$ cat src/rtl/cache_miss_ctrl_pkg.sv
// cache_miss_ctrl_pkg: shared states, geometry defaults and way helper for the miss controller.
package cache_miss_ctrl_pkg;
  localparam int LINE_WORDS_DEF = 16;
  localparam int TAG_W_DEF = 20;
  typedef enum logic [2:0] {
    S_IDLE, S_SEL, S_WB, S_RDREQ, S_RDDATA, S_FILL, S_DONE
  } state_e;
  function automatic logic [3:0] fix_way(input logic [3:0] w);
    return (w != 4'b0 && (w & (w - 4'd1)) == 4'b0) ? w : 4'b0001;
  endfunction
endpackage

$ cat src/rtl/cache_miss_ctrl_refill_buf.sv
// refill_buf: refill line buffer written one word per beat, with a saturating word counter.
module refill_buf
  import cache_miss_ctrl_pkg::*;
#(
  parameter int LINE_WORDS = LINE_WORDS_DEF
) (
  input  logic                     clk,
  input  logic                     rst,
  input  logic                     clr,
  input  logic                     we,
  input  logic [31:0]              wdata,
  output logic [32*LINE_WORDS-1:0] line
);
  localparam int CW = (LINE_WORDS > 1) ? $clog2(LINE_WORDS) : 1;
  localparam logic [CW-1:0] LAST = CW'(LINE_WORDS - 1);
  logic [CW-1:0] cnt_q, cnt_d;
  logic [32*LINE_WORDS-1:0] line_q, line_d;
  always_comb begin
    line_d = clr ? '0 : line_q;
    cnt_d = clr ? '0 : cnt_q;
    if (we) begin
      line_d[32*cnt_q +: 32] = wdata;
      cnt_d = (cnt_q == LAST) ? cnt_q : cnt_q + 1'b1;
    end
  end
  always_ff @(posedge clk or posedge rst) begin
    if (rst) begin
      cnt_q <= '0;
      line_q <= '0;
    end else begin
      cnt_q <= cnt_d;
      line_q <= line_d;
    end
  end
  assign line = line_q;
endmodule

$ cat src/rtl/cache_miss_ctrl.sv
// cache_miss_ctrl: resolves a cache miss by optional victim writeback, line refill, array fill and LRU update.
module cache_miss_ctrl
  import cache_miss_ctrl_pkg::*;
#(
  parameter int LINE_WORDS = LINE_WORDS_DEF,
  parameter int TAG_W = TAG_W_DEF
) (
  input  logic                     clk,
  input  logic                     rst,
  input  logic                     miss_valid,
  output logic                     miss_ready,
  input  logic [31:0]              miss_addr,
  input  logic [3:0]               way_sel,
  input  logic [3:0]               victim_dirty,
  input  logic [TAG_W-1:0]         victim_tag,
  input  logic [32*LINE_WORDS-1:0] victim_line,
  output logic                     lru_en,
  output logic [3:0]               lru_visit,
  output logic                     wr_req,
  output logic [31:0]              wr_addr,
  output logic [32*LINE_WORDS-1:0] wr_data,
  input  logic                     wr_rdy,
  output logic                     rd_req,
  output logic [31:0]              rd_addr,
  input  logic                     rd_rdy,
  input  logic                     ret_valid,
  input  logic                     ret_last,
  input  logic [31:0]              ret_data,
  output logic [3:0]               fill_we,
  output logic [5:0]               fill_index,
  output logic [TAG_W-1:0]         fill_tag,
  output logic [32*LINE_WORDS-1:0] fill_data,
  output logic                     done
);
  localparam int LW = 32 * LINE_WORDS;
  state_e state_q, state_d;
  logic [31:6] addr_q, addr_d;
  logic [3:0] way_q, way_d;
  logic [TAG_W-1:0] tag_q, tag_d;
  logic [LW-1:0] line_q, line_d;
  logic [LW-1:0] buf_line;
  logic unused_ok;
  assign unused_ok = ^miss_addr[5:0];
  // The buffer is cleared on acceptance so short refills leave the tail words zero.
  refill_buf #(.LINE_WORDS(LINE_WORDS)) u_buf (
    .clk  (clk),
    .rst  (rst),
    .clr  (state_q == S_IDLE && miss_valid),
    .we   (state_q == S_RDDATA && ret_valid),
    .wdata(ret_data),
    .line (buf_line)
  );
  always_comb begin
    state_d = state_q;
    addr_d = addr_q;
    way_d = way_q;
    tag_d = tag_q;
    line_d = line_q;
    case (state_q)
      S_IDLE: if (miss_valid) begin
        addr_d = miss_addr[31:6];
        state_d = S_SEL;
      end
      S_SEL: begin
        way_d = fix_way(way_sel);
        tag_d = victim_tag;
        line_d = victim_line;
        state_d = |(victim_dirty & fix_way(way_sel)) ? S_WB : S_RDREQ;
      end
      S_WB: state_d = wr_rdy ? S_RDREQ : S_WB;
      S_RDREQ: state_d = rd_rdy ? S_RDDATA : S_RDREQ;
      S_RDDATA: state_d = (ret_valid && ret_last) ? S_FILL : S_RDDATA;
      S_FILL: state_d = S_DONE;
      default: state_d = S_IDLE;
    endcase
  end
  always_comb begin
    miss_ready = state_q == S_IDLE;
    wr_req = state_q == S_WB;
    wr_addr = wr_req ? {tag_q, addr_q[31-TAG_W:6], 6'b0} : 32'b0;
    wr_data = wr_req ? line_q : '0;
    rd_req = state_q == S_RDREQ;
    rd_addr = rd_req ? {addr_q, 6'b0} : 32'b0;
    lru_en = state_q == S_FILL;
    lru_visit = lru_en ? way_q : 4'b0;
    fill_we = lru_en ? way_q : 4'b0;
    fill_index = lru_en ? addr_q[11:6] : 6'b0;
    fill_tag = lru_en ? addr_q[31 -: TAG_W] : '0;
    fill_data = lru_en ? buf_line : '0;
    done = state_q == S_DONE;
  end
  always_ff @(posedge clk or posedge rst) begin
    if (rst) begin
      state_q <= S_IDLE;
      addr_q <= '0;
      way_q <= '0;
      tag_q <= '0;
      line_q <= '0;
    end else begin
      state_q <= state_d;
      addr_q <= addr_d;
      way_q <= way_d;
      tag_q <= tag_d;
      line_q <= line_d;
    end
  end
endmodule

$ cat config.mk
export PLATFORM = sky130hd
export DESIGN_NAME = cache_miss_ctrl
export DESIGN_NICKNAME = d
export VERILOG_FILES = /design/src/rtl/cache_miss_ctrl_pkg.sv /design/src/rtl/cache_miss_ctrl_refill_buf.sv /design/src/rtl/cache_miss_ctrl.sv
export SDC_FILE = /design/constraint.sdc
export NUM_CORES = 2
export LEC_CHECK = 0
export ABC_AREA = 0
export CORE_AREA = 2 2 686 688
export DETAILED_ROUTE_END_ITERATION = 6
export DIE_AREA = 0 0 688 690
export DONT_BUFFER_PORTS = 1
export HOLD_SLACK_MARGIN = 0.08
export SLEW_MARGIN = 0
export SYNTH_ARGS = -nofsm -noshare
export SYNTH_HDL_FRONTEND = slang
export SYNTH_HIERARCHICAL = 1
export SYNTH_SLANG_ARGS = --single-unit
export TNS_END_PERCENT = 5
$ cat constraint.sdc
create_clock -name clk -period 16.8 [get_ports clk]
set_input_delay 0 -clock clk [delete_from_list [all_inputs] [get_ports clk]]
set_output_delay 0 -clock clk [all_outputs]
set_load 0.02 [all_outputs]
==> results.toml <==
[run_status]
status = "finished, final reports clean"

[clock_tree]
post_cts_resized = 0
clkTransAtPathRegs_ns = 0.06
clock-root-buffer = "clkbuf_16"
cts_buffer_depth = 4
cts_made_buffers = 146
htreeDepth = 4
clock_latency_ns = 0.86
cts_tree = "built"
cts_sinks = 1081

[drt]
wire_per_inst_um = 26.5
drtIter0Drc = 4506
postRouteAntennaNets = 0
post_drt_via_cell_ratio = 3.48
first_pass_iters = 6
routed_wl_um = 349000
via_count = 45865
drc = 0

[power_and_ir_drop]
ir_worst_vdd_mv = 0.105
power_density_mw_per_mm2 = 154
p_leak_nw = 33.2

[timing]
tightest_slew_ns = 1.22
drv_slew = 0
hold_ws_ns = 0.190
rsz0062_at_grt = "no"
totalNegativeSetupSlack_ns = 0
hold_viol = 0
fin_skew_ns = 0.0786
fin_crit_ns = 5.18
setup_violations = 0
fin_crit_sh = 0.308
relSlewSlack = 0.186
fmax_mhz = 193

[placed_design]
hpwl_um = 252000
place_inst = 11501
placed_cell_area_mm2 = 0.0581
portBuffers = 0
gp_congestion = 0.943

[final_layout]
drive_gt1_frac = 0.0890
final_cell_area_mm2 = 0.0766
stdcell_count = 13167
synthToLayoutAreaGrowth_pct = 48.5
final_common_cell = "nand2_1"
final_cell_mix = "1905 x nand2_1, 1238 x dlygate4sd3_1, 1108 x and2_1"
final_nets = 7336
fillers = 52124

[setup_path]
critPathLaunchType = "flop"
rrSetupSlack_ns = 11.62
r2r-end = "u_buf/line[70]$_DFF_PP0_"
worstRegToRegCells = 8
end_kind = "flop"
critPathArrivalTime_ns = 5.87
r2r-start = "state_q[0]$_DFFE_PP0P_"
endpoint = "u_buf/line[70]$_DFF_PP0_"
cp.required_ns = 17.49
cp_max_fo = 95
startpoint = "state_q[0]$_DFFE_PP0P_"
path_class = "flop to flop"

[synth]
synth_cells = 5643
synthArstFlopShare = 1.00
synth_cell_types = 49
synth-warning-count = 6
synth_flop_cell = "dfrtp_1"
synth_edf_count = 0
synth-seq-cells = 1081
yosysSeqAreaShare = 0.525
syn_area_mm2 = 0.0516
synth_area_per_cell_um2 = 9.14

[flow_run]
maxCapViolations = 0

[global_route]
grt_first_pass_wirelength_um = 449000
grtUsageTotal = 0.140
overflow = 0
antenna_found_initial = 161
grt_pass1_vias = 46068
grt_max_degree = 235

[floorplan]
dieArea_mm2 = 0.475
core.rowCount = 251
die-height_um = 690
core_mm2 = 0.467
die_x_um = 688
ioPinCount = 1738
start_util = 0.111

[min_path]
holdCritPathClass = "input pin to flop"
[state kept, by name, summed over array words and instances (netlist names)]
register and flops:
u_buf/line 512, addr_q 26, tag_q 20, state_q 3, u_buf/cnt_q 4, way_q 4, line_q 512
[kinds of logic (layout without fill, tap and decap cells)]
family                   after synthesis  after routing  synth area share
adder cells (fa/ha/maj)                3              3          0.000728
AND/OR/NAND/NOR                     3635           3635             0.352
other                                  1            152         0.0000727
flip-flops                          1081           1081             0.525
multiplexers                         282            282            0.0612
AO/OA/AOI/OAI                        196            196            0.0205
buffers and inverters                442           1617            0.0405
XOR/XNOR                               3              3          0.000801
[area by class of cell]
cell class                      count  area (µm²)  share of cell area
Tap cell                         6198        7750               0.101
Clock buffer                      202        4240              0.0553
Sequential cell                  1081       27100               0.353
Timing Repair Buffer             1353       14000               0.182
Antenna cell                      140         350             0.00457
Inverter                            9        48.8            0.000637
Clock inverter                     53         609             0.00796
Multi-Input combinational cell   4131       22600               0.295
[through the flow]
stage,utilization,total power (W),worst slack [ns]
3_5_place_dp,0.125,0.00783,12.22
3_3_place_gp,0.125,0.00780,12.22
4_1_cts,0.163,0.0119,11.57
6_report,0.164,0.0118,11.62
2_1_floorplan,-,0.00630,0.997
5_1_grt,0.164,0.0124,11.28
[power by group]
group | internal (W) | switching (W)
combinational | 0.00135 | 0.00341
clock | 0.00189 | 0.00138
sequential | 0.00332 | 0.000455
[metal layers]
metal / wire length (µm) / track usage
met2: 166000 / 0.235
met3: 32000 / 0.0487
met5: 348 / 0
met1: 124000 / 0.149
met4: 26700 / 0.0936
[critical path, cell delays in order, from the launching register on]
cell	delay [ns]
dfrtp_1	0.55
nor3_4	0.43
and2_4	0.47
buf_4	0.54
buf_4	0.87
buf_4	0.85
nor2b_1	0.12
mux2_1	0.34
dlygate4sd3_1	0.58
[Yosys cell counts (3+ instances only)]
cell type / count / share of area
mux2i_1: 14 / 0.0027
nand2_1: 1912 / 0.14
nand2b_1: 181 / 0.022
nor2_1: 15 / 0.0011
ha_1: 3 / 0.00073
nor3_1: 3 / 0.00029
dfrtp_1: 1081 / 0.52
clkbuf_1: 169 / 0.012
nor4_4: 3 / 0.0012
buf_2: 171 / 0.017
o21ai_0: 178 / 0.017
a21oi_1: 6 / 0.00058
inv_1: 8 / 0.00058
nand3b_1: 100 / 0.015
clkbuf_2: 51 / 0.0049
mux2_1: 45 / 0.0098
buf_1: 3 / 0.00022
mux2_2: 223 / 0.049
and2_1: 1109 / 0.13
nand3_1: 22 / 0.0021
nand4_1: 28 / 0.0034
buf_4: 37 / 0.0054
nor2b_1: 245 / 0.030
[worst min path at each step]
| stage | from | endpoint | slack [ns] | cells after the start |
|---|---|---|---|---|
| 3_5_place_dp | rst | line_q[160]$_DFFE_PP0N_ | -0.02 | 1 |
| 5_1_grt | ret_data[4] | u_buf/line[36]$_DFF_PP0_ | 0.14 | 4 |
| 3_3_place_gp | rst | line_q[160]$_DFFE_PP0N_ | 0.0008 | 1 |
| 2_1_floorplan | way_sel[1] | way_q[3]$_DFFE_PP0N_ | 0.1 | 1 |
| 6_report | ret_data[12] | u_buf/line[364]$_DFF_PP0_ | 0.19 | 4 |
| 4_1_cts | ret_data[6] | u_buf/line[102]$_DFF_PP0_ | 0.08 | 4 |
[what timing repair did]
item                      in CTS  in global routing
hold endpoints to repair    1370                  1
buffers inserted               0                  0
hold buffers                1270                  1
Note: power is estimated with default switching activity, not from simulation.
